===== src/rtl/step_seq_pkg.sv =====
// Shared constants for the step sequencer: FSM encoding, pattern width, LED map.
// Optional macro STEP_SEQ_CTRL_LOOP_EN (used by step_seq_ctrl) selects looping auto-play.
package step_seq_pkg;

  localparam int PATTERN_W = 8;

  typedef enum logic [1:0] {
    ST_IDLE = 2'd0,
    ST_PLAY = 2'd1,
    ST_GAP  = 2'd2,
    ST_DONE = 2'd3
  } state_t;

  // ledr field offsets
  localparam int LED_PAT_LSB   = 0;
  localparam int LED_IDX_LSB   = 8;
  localparam int LED_BUSY      = 11;
  localparam int LED_DIN       = 12;
  localparam int LED_STATE_LSB = 13;
  localparam int LED_ZERO      = 15;

endpackage


===== src/rtl/btn_debounce.sv =====
// Button conditioning: 2-flop synchronizer, counting debouncer, rising-edge press pulse.
module btn_debounce #(
  parameter int DEB_CYCLES = 16
) (
  input  logic clk,
  input  logic rst,
  input  logic btn,
  output logic db,
  output logic press
);

  logic        sync1_reg;
  logic        sync2_reg;
  logic        db_reg;
  logic        press_reg;
  logic [15:0] cnt_reg;

  // cnt_reg counts consecutive synchronized samples that disagree with db_reg
  always_ff @(posedge clk) begin
    if (rst) begin
      sync1_reg <= 1'b0;
      sync2_reg <= 1'b0;
      db_reg    <= 1'b0;
      press_reg <= 1'b0;
      cnt_reg   <= 16'd0;
    end else begin
      sync1_reg <= btn;
      sync2_reg <= sync1_reg;
      press_reg <= 1'b0;
      if (sync2_reg == db_reg) begin
        cnt_reg <= 16'd0;
      end else if (cnt_reg == 16'(DEB_CYCLES - 1)) begin
        db_reg    <= sync2_reg;
        press_reg <= sync2_reg;
        cnt_reg   <= 16'd0;
      end else begin
        cnt_reg <= cnt_reg + 16'd1;
      end
    end
  end

  assign db    = db_reg;
  assign press = press_reg;

endmodule


===== src/rtl/step_seq_ctrl.sv =====
// Step/auto-play controller feeding a downstream sequence detector.
// Define STEP_SEQ_CTRL_LOOP_EN to make auto-play repeat until stopped.
module step_seq_ctrl
  import step_seq_pkg::*;
#(
  parameter int DEB_CYCLES = 16,
  parameter int PLAY_DIV   = 8
) (
  input  logic        clk,
  input  logic        rst,
  input  logic        btn_step,
  input  logic        btn_play,
  input  logic        sw_din,
  input  logic [7:0]  pattern,
  output logic        step_en,
  output logic        step_din,
  output logic        busy,
  output logic [15:0] ledr
);

  logic step_press;
  logic play_press;
  logic step_db;
  logic play_db;

  btn_debounce #(.DEB_CYCLES(DEB_CYCLES)) u_deb_step (
    .clk  (clk),
    .rst  (rst),
    .btn  (btn_step),
    .db   (step_db),
    .press(step_press)
  );

  btn_debounce #(.DEB_CYCLES(DEB_CYCLES)) u_deb_play (
    .clk  (clk),
    .rst  (rst),
    .btn  (btn_play),
    .db   (play_db),
    .press(play_press)
  );

  state_t                 state_reg, state_next;
  logic [PATTERN_W-1:0]   pattern_q_reg, pattern_q_next;
  logic [2:0]             bit_idx_reg, bit_idx_next;
  logic [15:0]            gap_cnt_reg, gap_cnt_next;
  logic                   man_step_reg, man_step_next;
  logic                   man_din_reg, man_din_next;
  logic                   last_din_reg;

  always_ff @(posedge clk) begin
    if (rst) begin
      state_reg     <= ST_IDLE;
      pattern_q_reg <= '0;
      bit_idx_reg   <= 3'd0;
      gap_cnt_reg   <= 16'd0;
      man_step_reg  <= 1'b0;
      man_din_reg   <= 1'b0;
      last_din_reg  <= 1'b0;
    end else begin
      state_reg     <= state_next;
      pattern_q_reg <= pattern_q_next;
      bit_idx_reg   <= bit_idx_next;
      gap_cnt_reg   <= gap_cnt_next;
      man_step_reg  <= man_step_next;
      man_din_reg   <= man_din_next;
      if (step_en) begin
        last_din_reg <= step_din;
      end
    end
  end

  always_comb begin
    state_next     = state_reg;
    pattern_q_next = pattern_q_reg;
    bit_idx_next   = bit_idx_reg;
    gap_cnt_next   = gap_cnt_reg;
    man_step_next  = 1'b0;
    man_din_next   = 1'b0;
    case (state_reg)
      ST_IDLE: begin
        // play has priority; a coincident step press is dropped
        if (play_press) begin
          pattern_q_next = pattern;
          bit_idx_next   = 3'd7;
          state_next     = ST_PLAY;
        end else if (step_press) begin
          man_step_next = 1'b1;
          man_din_next  = sw_din;
        end
      end
      ST_PLAY: begin
        gap_cnt_next = 16'(PLAY_DIV - 2);
        state_next   = ST_GAP;
      end
      ST_GAP: begin
        if (gap_cnt_reg == 16'd0) begin
          if (bit_idx_reg == 3'd0) begin
            state_next = ST_DONE;
          end else begin
            bit_idx_next = bit_idx_reg - 3'd1;
            state_next   = ST_PLAY;
          end
        end else begin
          gap_cnt_next = gap_cnt_reg - 16'd1;
        end
      end
      ST_DONE: begin
`ifdef STEP_SEQ_CTRL_LOOP_EN
        pattern_q_next = pattern;
        bit_idx_next   = 3'd7;
        state_next     = ST_PLAY;
`else
        state_next = ST_IDLE;
`endif
      end
      default: state_next = ST_IDLE;
    endcase
    // a play press while running aborts the run
    if (state_reg != ST_IDLE && play_press) begin
      state_next = ST_IDLE;
    end
  end

  assign step_en  = (state_reg == ST_PLAY) | man_step_reg;
  assign step_din = (state_reg == ST_PLAY) ? pattern_q_reg[bit_idx_reg] : man_din_reg;
  assign busy     = (state_reg != ST_IDLE);

  always_comb begin
    ledr = 16'd0;
    ledr[LED_PAT_LSB +: PATTERN_W] = pattern_q_reg;
    ledr[LED_IDX_LSB +: 3]         = bit_idx_reg;
    ledr[LED_BUSY]                 = busy;
    ledr[LED_DIN]                  = last_din_reg;
    ledr[LED_STATE_LSB +: 2]       = state_reg;
    ledr[LED_ZERO]                 = 1'b0;
  end

endmodule


===== config.mk =====
export PLATFORM = sky130hd
export DESIGN_NAME = step_seq_ctrl
export DESIGN_NICKNAME = d
export VERILOG_FILES = /design/src/rtl/step_seq_pkg.sv /design/src/rtl/btn_debounce.sv /design/src/rtl/step_seq_ctrl.sv
export SDC_FILE = /design/constraint.sdc
export NUM_CORES = 1
export LEC_CHECK = 0
export CAP_MARGIN = 15
export CORE_MARGIN = 2
export CORE_UTILIZATION = 55
export CTS_CLUSTER_SIZE = 10
export DETAILED_ROUTE_END_ITERATION = 8
export PLACE_DENSITY = 0.77
export SLEW_MARGIN = 20
export SYNTH_ARGS = -nofsm -noshare
export SYNTH_HDL_FRONTEND = slang
export SYNTH_SLANG_ARGS = --single-unit

===== constraint.sdc =====
create_clock -name clk -period 3.8 [get_ports clk]
set_input_delay 0.76 -clock clk [delete_from_list [all_inputs] [get_ports clk]]
set_output_delay 0.76 -clock clk [all_outputs]
set_load 0.01 [all_outputs]

==> results.toml <==
[status]
outcome = "finished clean"

[sta]
fin_setup_tns_ns = 0
slew_headroom_pct = 44.9
setup_viol = 0
tightest_slew_ns = 0.827
grt_setup_unrepaired = "false"
min_period_ns = 2.75
skew_ns = 0.00972
maxSlewViolCount = 0
period_share_pct = 72.3
max_clock_freq_mhz = 364
whs_ns = 0.442
hold_violations = 0

[route]
routedWlPerCell_um = 14.5
drcViolationCount = 0
final_antenna_net_count = 0
vias = 2851
viasPerCell = 5.79
wl_um = 7120
dr.pass1.iters = 4
drt_iter0_markers = 171

[worst_setup_path]
cpPeakStageDelay_ns = 0.52
critical_path.max_fanout = 5
cpMaxStageDelayCell = "mux4_2"
cp.required_ns = 3.04
crit_path_end_kind = "primary output"
arrival_ns = 1.99
cp_num_buf_inv = 1
worstSetupPathType = "register to primary output"
path_cells = "mux4_2, nand2_1, a31oi_1, clkdlybuf4s50_1"
worst_setup_path_start_kind = "register"
crit_family = "multiplexers"

[synth]
yosys_warnings = 0
synth_most_common_cell = "dfxtp_1"
yosysTopAreaCellShare_pct = 42.7
synthArstFlopShare_pct = 0
ys_types = 50
synth.yosys.seq_area_share_pct = 42.7
ys.flop_type = "dfxtp_1"
synth_cells = 391
synthTopCellsByCount = "dfxtp_1, nor2_1, nand2_1, a21oi_1, clkbuf_1"
ys_ff_latch = 72
synthesis.nets = 409
syn_area_per_cell_sq_um = 8.63
synth_area_sq_um = 3380
synthTopCellsByArea = "dfxtp_1, nor2_1, nand2_1"
synth_edf_count = 0
synth_top_area_cell = "dfxtp_1"

[place]
postPlaceCellArea_sq_um = 3690
post-dp-hpwl_um = 4800
place.gp.congestion = 0.804
io_buffers = 30

[clocking]
clk_latency_ns = 0.35
numCtsBuffers = 9
cts-resized-gates = 0
cts_setup_buffers = 0
holdBufCountCts = 0
cts_root_buf = "clkbuf_8"
clockBufferDepth = 2
cts_tree = "done"
htreeDepth = 3
clock_sinks = 72
cts.clk_slew.worst_paths_ns = 0.07

[pwr]
net-switching-power_uw = 329
peakVddDrop_mv = 0.285
power_uw = 1410
power_frac_clock_pct = 41.2
comb_power_share_pct = 4.7
p_leak_uw = 0.00134
p_int_uw = 1080
power.density_nw_per_um2 = 364
seqPwrFrac_pct = 54.1
p_sw_share_pct = 23.3

[cells_and_area]
drive_above_1_share_pct = 5.76
area_growth_syn_to_layout_pct = 14.7
antenna_cells = 0
multi_input_area_sq_um = 1810
ff_latch_area_sq_um = 1440
fillers = 496
fin_area_sq_um = 3870
finalNetCount = 431

[floorplan]
fp.dieArea_sq_um = 6780
die_w_um = 82.3
start_util_pct = 57.0
ios = 32
die_h_um = 82.3
core_sq_um = 5920
std_cell_rows = 28

[global_route]
grt_max_degree = 49
grt_pass1_vias = 2610
grt_pass1_wl_um = 12000
gr-total-overflow = 0
antenna_found_initial = 0
grt_usage_pct = 23.1

[flow_run]
drv_cap = 0

[min_path]
hold_class = "register to register"
## power by group through the flow
stage	registers (uW)	clock network (uW)	logic, uW
final	764	581	65.6
after global routing	764	624	73.3
after CTS	763	594	64.3
after detailed placement	781	0	64.0
after global placement	781	0	63.4
after floorplan	779	0	40.7
## final cells by class
| type | instances | area share (%) |
|---|---|---|
| multi-input combinational | 289 | 46.8 |
| sequential | 72 | 37.2 |
| timing repair buffer | 31 | 7.82 |
| clock buffer | 10 | 3.30 |
| tap | 75 | 2.42 |
| clock inverter | 5 | 1.52 |
| inverter | 10 | 0.969 |
## metal layers
layer	GRT usage [%]	wire, um	vias up
met1	31.4	3500	1324
met2	33.0	3090	72
met5	0	0	-
met4	12.0	96	0
met3	6.74	441	9
li1	-	-	1446
## cell families (layout without fill, tap and decap cells)
group / after synthesis / in the layout / synth area share (%)
flip-flops: 72 / 72 / 42.7
adder cells (fa/ha/maj): 5 / 5 / 1.85
AO/OA/AOI/OAI: 63 / 63 / 11.9
buffers and inverters: 30 / 56 / 3.67
multiplexers: 9 / 9 / 3.60
other: 1 / 1 / 0.111
AND/OR/NAND/NOR: 187 / 187 / 29.9
XOR/XNOR: 24 / 24 / 6.23
## worst paths after layout
path / start / end / slack, ns / cells past startpoint
setup / recovery: bit_idx_reg[0]$_SDFFE_PP0P_ / step_din / 1.05 / 4
hold / removal: u_deb_step.cnt_reg[0]$_SDFF_PP0_ / u_deb_step.cnt_reg[0]$_SDFF_PP0_ / 0.44 / 1
hold reg to reg: u_deb_step.cnt_reg[0]$_SDFF_PP0_ / u_deb_step.cnt_reg[0]$_SDFF_PP0_ / 0.44 / 1
setup reg to reg: gap_cnt_reg[0]$_SDFFE_PP0P_ / gap_cnt_reg[0]$_SDFFE_PP0P_ / 1.47 / 6
## cells in the final DEF, fill, tap and decap left out, drive strengths merged, types with 6 or more instances in the layout
cell / instances
a21oi: 25
and2: 6
and3: 7
clkbuf: 10
clkdlybuf4s50: 29
dfxtp: 72
inv: 10
nand2: 34
nand3: 10
nand4: 11
nor2: 43
nor2b: 10
nor3: 10
nor4: 12
o21ai: 10
or3: 8
or4: 12
xnor2: 11
xor2: 13
## per-stage QoR
step	std cells	setup WS, ns	utilization [%]
2_1_floorplan	391	1.73	-
3_3_place_gp	477	1.44	62.3
3_5_place_dp	477	1.43	62.3
4_1_cts	492	1.04	65.4
5_1_grt	492	0.930	65.4
6_report	492	1.05	65.4
Note: power is estimated with default switching activity, not from simulation.
==> RTL edit 1 (config.mk and constraints unchanged) <==
Build with the macro `STEP_SEQ_CTRL_LOOP_EN` defined.
--- a/src/rtl/step_seq_ctrl.sv
+++ b/src/rtl/step_seq_ctrl.sv
@@ -2,2 +2,4 @@
 // Define STEP_SEQ_CTRL_LOOP_EN to make auto-play repeat until stopped.
+`define STEP_SEQ_CTRL_LOOP_EN
+
 module step_seq_ctrl
Behaviour: same outputs for any inputs over 10 cycles, from zero or initial values and one cycle with rst high; that may be too few to reach the edited logic, so the function may still have changed.
==> RTL edit 1 against the original RTL <==
  * Synthesized cell count unchanged
  * Setup slack got worse by 8.5 ps
  * Cell area increased by 2.8%
  * Sequential cell count unchanged
  * Sequential share of layout area decreased by 1.0 points
  * Combinational power decreased by 47%
  * Global-route usage decreased by 2.5 points
  * Final cell count increased by 0.61%
  * Worst hold slack improved by 7.1 ps
  * Routed wire length decreased by 3.2%
  * Synthesized area increased by 2.5%
  * Total power decreased by 1.7%
  * Critical path type unchanged
  * Critical endpoint unchanged
  * Largest cell class unchanged
  * Largest power group unchanged
  * Highest routed layer unchanged
==> RTL edit 1: results (changes against the original RTL) <==
| Metric | Value |
|---|---|
| GP Congestion | `0.8663 (+7.8%)` |
| Top delay family on crit path | `multiplexers` |
| Adder-cell share of the synthesized area | `3.617% (+1.8 points)` |
| Clock Latency Late Sink | `340 ps` |
| Clock slew at reported path FFs | `70 ps (about the same)` |
| Detailed-route wire length | `6896 um (-3.2%)` |
| Synth Area in XOR/XNOR | `7.089% (+0.86 points)` |
| Post_cts resized | `0 (unchanged)` |
| Final-stage net count | `438 (+1.6%)` |
| VDD IR max | `0.3691 mV (+30%)` |
| Worst-path fanout max | `5 (unchanged)` |
| Commonest cells post-synth | `dfxtp_1 (72), nor2_1 (56), xnor2_1 (24)` |
| First-pass DRT Iterations | `6 (+2)` |
| Core Area | `5991 um^2 (+1.2%)` |
| Clock skew | `6.744 ps (-2.979 ps)` |
| Synth area leaders | `dfxtp_1 (42%), nor2_1 (6.1%), xnor2_1 (6.1%)` |
| Port Buffer Count | `30 (unchanged)` |
| Layout Cells excl Fill | `495 (+0.61%)` |
| Compound-Gate Fraction of Synth Area | `8.897% (-3.0 points)` |
| Crit path largest cell delay | `520 ps (about the same)` |
| Largest net degree at the start of global routing | `41 (-16%)` |
| DP Area | `3780 um^2 (+2.5%)` |
| Overall Global Routing Usage | `20.56% (-2.5 points)` |
| DP HPWL | `4666 um (-2.7%)` |
| Static Leak | `1.434 nW (+6.7%)` |
| CTS Buf Count | `9 (unchanged)` |
| Htree depth | `3 (unchanged)` |
| DR vias/cell | `5.875 (+1.4%)` |
| Iter 0 DRT Violations | `198 (+16%)` |
| Worst EP arrival | `1990 ps (about the same)` |
| Mux share of post-synthesis cell area | `6.221% (+2.6 points)` |
| Post-CTS Hold Buffers | `0 (unchanged)` |
| Vias in the first global route | `2667 (+2.2%)` |
| Synth warnings | `0 (unchanged)` |
| Outcome | `complete, no violations` |
| Net count after synthesis | `414 (+1.2%)` |
| Ant. Diodes | `0 (unchanged)` |
| Max-slew headroom | `30.47% (-14 points)` |
| First-pass GRT wire length | `11860 um (-1.2%)` |
| Worst-case clock buffer depth | `2 (unchanged)` |
| Pint | `0.001085 W (+0.27%)` |
| Synthesized area per cell | `8.848 um^2 (+2.5%)` |
| Seq/Total Area, Yosys | `41.66% (-1.0 points)` |
| Dpl cells | `479 (+0.42%)` |
| Count of different cell masters after synthesis | `50 (unchanged)` |
| Share of cells above drive strength 1 | `6.667% (+0.91 points)` |
==> RTL edit 1: changes by cell type in the layout (fill, tap and decap cells not counted), moves of 5 or more <==
cell     before  now
nor2_1       43   56
mux2i_1       2   17
nand2_1      34   22
xor2_1       13    4
mux2_1        5    0
nor4_1       11   22
ha_1          5   10
xnor2_1      11   24
o21ai_1       6    0
nor3b_1       5    0
a21oi_1      25    9
==> RTL edit 1: kinds of logic after synthesis <==
group | Yosys count
simple gates | 186
flops | 72
compound gates | 43
buf+inv | 32
xor+xnor | 28
mux | 19
fa+ha+maj | 10
other cells | 1
==> RTL edit 1: layout make-up <==
class,instances,area [um^2]
Clock inverter,3,22.52
Timing Repair Buffer,32,315.3
Tap cell,75,93.84
Sequential cell,72,1441
Fill cell,484,2009
Clock buffer,13,178.9
Multi-Input combinational cell,287,1881
Inverter,13,48.80
==> RTL edit 1: path summary, 6_finish.rpt <==
| check | startpoint | to | slack [ps] | cells past startpoint |
|---|---|---|---|---|
| min reg2reg | u_deb_step.sync1_reg | u_deb_step.sync2_reg | 450 | 1 |
| max reg2reg | gap_cnt_reg[0] | gap_cnt_reg[2] | 1270 | 6 |
| min | u_deb_step.sync1_reg | u_deb_step.sync2_reg | 450 | 1 |
| max | bit_idx_reg[0] | step_din | 1050 | 4 |
==> RTL edit 1: layer usage <==
layer	share of wire [%]	track usage (%)	up-vias
li1	-	-	1458
met1	46	25.92	1357
met2	48	33.50	81
met3	4.6	4.076	12
met4	1.3	10.13	0
met5	0	0	-
==> RTL edit 1: power groups by stage <==
stage | Combinational (W) | Clock (W) | Sequential [W]
after floorplan | 0.0000184 | 0 | 0.000775
after global placement | 0.0000342 | 0 | 0.000776
after detailed placement | 0.0000347 | 0 | 0.000776
after CTS | 0.0000349 | 0.000610 | 0.000758
after global routing | 0.0000386 | 0.000637 | 0.000758
final | 0.0000347 | 0.000594 | 0.000758
==> RTL edit 1: metrics by stage <==
step,utilization (%),setup slack (ps),power (W)
2_1_floorplan,-,1461,0.0007937
3_3_place_gp,63.10,1358,0.0008097
3_5_place_dp,63.10,1269,0.0008103
4_1_cts,66.46,1015,0.001403
5_1_grt,66.46,874.8,0.001434
6_report,66.46,1045,0.001387
==> RTL edit 2 (same flow settings) <==
Made on the original files. Put a register stage on the output `ledr`, cleared by the reset. The value now appears one clock later. The other outputs are not delayed to match.
--- a/src/rtl/step_seq_ctrl.sv
+++ b/src/rtl/step_seq_ctrl.sv
@@ -19,2 +19,4 @@
 );
+
+  logic [15:0] ledr_d;
 
@@ -128,9 +130,17 @@
   always_comb begin
-    ledr = 16'd0;
-    ledr[LED_PAT_LSB +: PATTERN_W] = pattern_q_reg;
-    ledr[LED_IDX_LSB +: 3]         = bit_idx_reg;
-    ledr[LED_BUSY]                 = busy;
-    ledr[LED_DIN]                  = last_din_reg;
-    ledr[LED_STATE_LSB +: 2]       = state_reg;
-    ledr[LED_ZERO]                 = 1'b0;
+    ledr_d = 16'd0;
+    ledr_d[LED_PAT_LSB +: PATTERN_W] = pattern_q_reg;
+    ledr_d[LED_IDX_LSB +: 3]         = bit_idx_reg;
+    ledr_d[LED_BUSY]                 = busy;
+    ledr_d[LED_DIN]                  = last_din_reg;
+    ledr_d[LED_STATE_LSB +: 2]       = state_reg;
+    ledr_d[LED_ZERO]                 = 1'b0;
+  end
+
+  always_ff @(posedge clk) begin
+    if (rst) begin
+      ledr <= '0;
+    end else begin
+      ledr <= ledr_d;
+    end
   end
Function: same outputs for any inputs over 10 cycles, from zero or initial values and one cycle with rst high; that may be too few to reach the edited logic, so the function may still have changed.
==> RTL edit 2 against the original RTL <==
  * Setup slack lost 50 ps
  * Via count rose by 3.0%
  * Synthesized area up 7.5%
  * Global-route usage shrank 2.8 points
  * Final cell count rose by 4.5%
  * Non-clock buffer count is the same
  * Sequential share of layout area is 4.4 points higher
  * Routed wire length down 0.83%
  * Cell area increased by 8.1%
  * Sequential cell count is 15 higher
  * Largest cell class unchanged
  * Highest routed layer unchanged
Power is not compared: it rests on default switching activity, and its combinational part moved more than twofold at a synthesized area within 25%.
==> RTL edit 2: results (changes against the original RTL) <==
| Metric | Value |
|---|---|
| Outcome | `complete, no violations` |
| Synthesized area per cell | `9.029 um^2 (+4.6%)` |
| Launch point of the worst hold path | `u_deb_step.sync1_reg` |
| Place WS | `1417 ps (-12.61 ps)` |
| Share of cells above drive strength 1 | `5.950% (+0.19 points)` |
| Reg2Reg Launch Point | `gap_cnt_reg[0]` |
| Max-slew headroom | `55.28% (+10 points)` |
| Mux share of post-synthesis cell area | `2.378% (-1.2 points)` |
| Worst EP arrival | `2040 ps (+50 ps)` |
| Clock slew at reported path FFs | `90 ps (+20 ps)` |
| Final-stage net count | `450 (+4.4%)` |
| Clock Latency Late Sink | `360 ps` |
| Reg-to-reg critical path endpoint | `gap_cnt_reg[13]` |
| Iter 0 DRT Violations | `99 (-42%)` |
| WL met1 | `3307 um (-5.4%)` |
| Count of different cell masters after synthesis | `45 (-10%)` |
| Adder-cell share of the synthesized area | `1.724% (-0.13 points)` |
| Post_cts resized | `0 (unchanged)` |
| Overall Global Routing Usage | `20.29% (-2.8 points)` |
| DR vias | `2936 (+3.0%)` |
| Worst-path fanout max | `11 (+6)` |
| Crit path largest cell delay | `570 ps (+50 ps)` |
| Met3 WL | `298 um (-32%)` |
| First-pass GRT wire length | `11820 um (-1.6%)` |
| Detailed-route wire length | `7063 um (-0.83%)` |
| Worst-case clock buffer depth | `2 (unchanged)` |
| Routed wire per std cell | `13.74 um (-5.1%)` |
| Compound-Gate Fraction of Synth Area | `10.03% (-1.9 points)` |
| Setup crit start | `state_reg[0]` |
| Met1 GRT Util | `25.11% (-6.3 points)` |
| Ant. Diodes | `0 (unchanged)` |
| Seq/Total Area, Yosys | `47.98% (+5.3 points)` |
| Port Buffer Count | `30 (unchanged)` |
| Vias in the first global route | `2721 (+4.3%)` |
| Grt met2 use | `34.16% (+1.2 points)` |
| Global-route track usage on met3 | `3.502% (-3.2 points)` |
| Net count after synthesis | `420 (+2.7%)` |
| Top delay family on crit path | `buffers and inverters` |
| Root buf cell | `clkbuf_8` |
| Flop2flop setup slack | `1580 ps (+110 ps)` |
| Min-Delay Endpoint | `u_deb_step.sync2_reg` |
| CP max-delay cell | `clkdlybuf4s50_1` |
| Largest net degree at the start of global routing | `39 (-20%)` |
| Dpl cells | `498 (+4.4%)` |
| GP Congestion | `0.8166 (+1.6%)` |
| Final Cycle Share | `73.58% (+1.3 points)` |
| Clock skew | `12.77 ps (+3.049 ps)` |
| Synth area leaders | `dfxtp_1 (48%), xnor2_1 (5.8%), nor2_1 (4.9%)` |
| Synth Area in XOR/XNOR | `6.998% (+0.77 points)` |
| Fill cell count | `527 (+6.3%)` |
| DP HPWL | `4924 um (+2.6%)` |
| Commonest cells post-synth | `dfxtp_1 (87), nor2_1 (47), nand2_1 (30)` |
| Met2 wire len | `3342 um (+8.3%)` |
| Htree depth | `3 (unchanged)` |
[RTL edit 2: power groups by stage]
stage               clock [W]  sequential, W  combinational, W
floorplan                   0       0.000936         0.0000163
CTS                  0.000665       0.000915         0.0000325
global placement            0       0.000936         0.0000317
detailed placement          0       0.000936         0.0000324
global route         0.000699       0.000915         0.0000350
finish               0.000657       0.000915         0.0000322
[RTL edit 2: metrics by stage]
stage / hold WS [ps] / power, W / utilization [%] / area, um^2
global route: 456.1 / 0.001649 / 65.91 / 4185
floorplan: 413.8 / 0.0009524 / - / 3630
detailed placement: 427.2 / 0.0009688 / 62.68 / 3980
finish: 443.1 / 0.001604 / 65.91 / 4185
CTS: 446.2 / 0.001612 / 65.91 / 4185
global placement: 423.8 / 0.0009679 / 62.68 / 3980
[RTL edit 2: cell type report]
class                   count  share of cell area [%]
multi-input cells         289                   42.69
flip-flops and latches     87                   41.61
repair buffers             31                   7.235
clock buffers              10                   3.288
well taps                  77                   2.302
clock inverters             6                   1.614
inverters                  14                   1.256
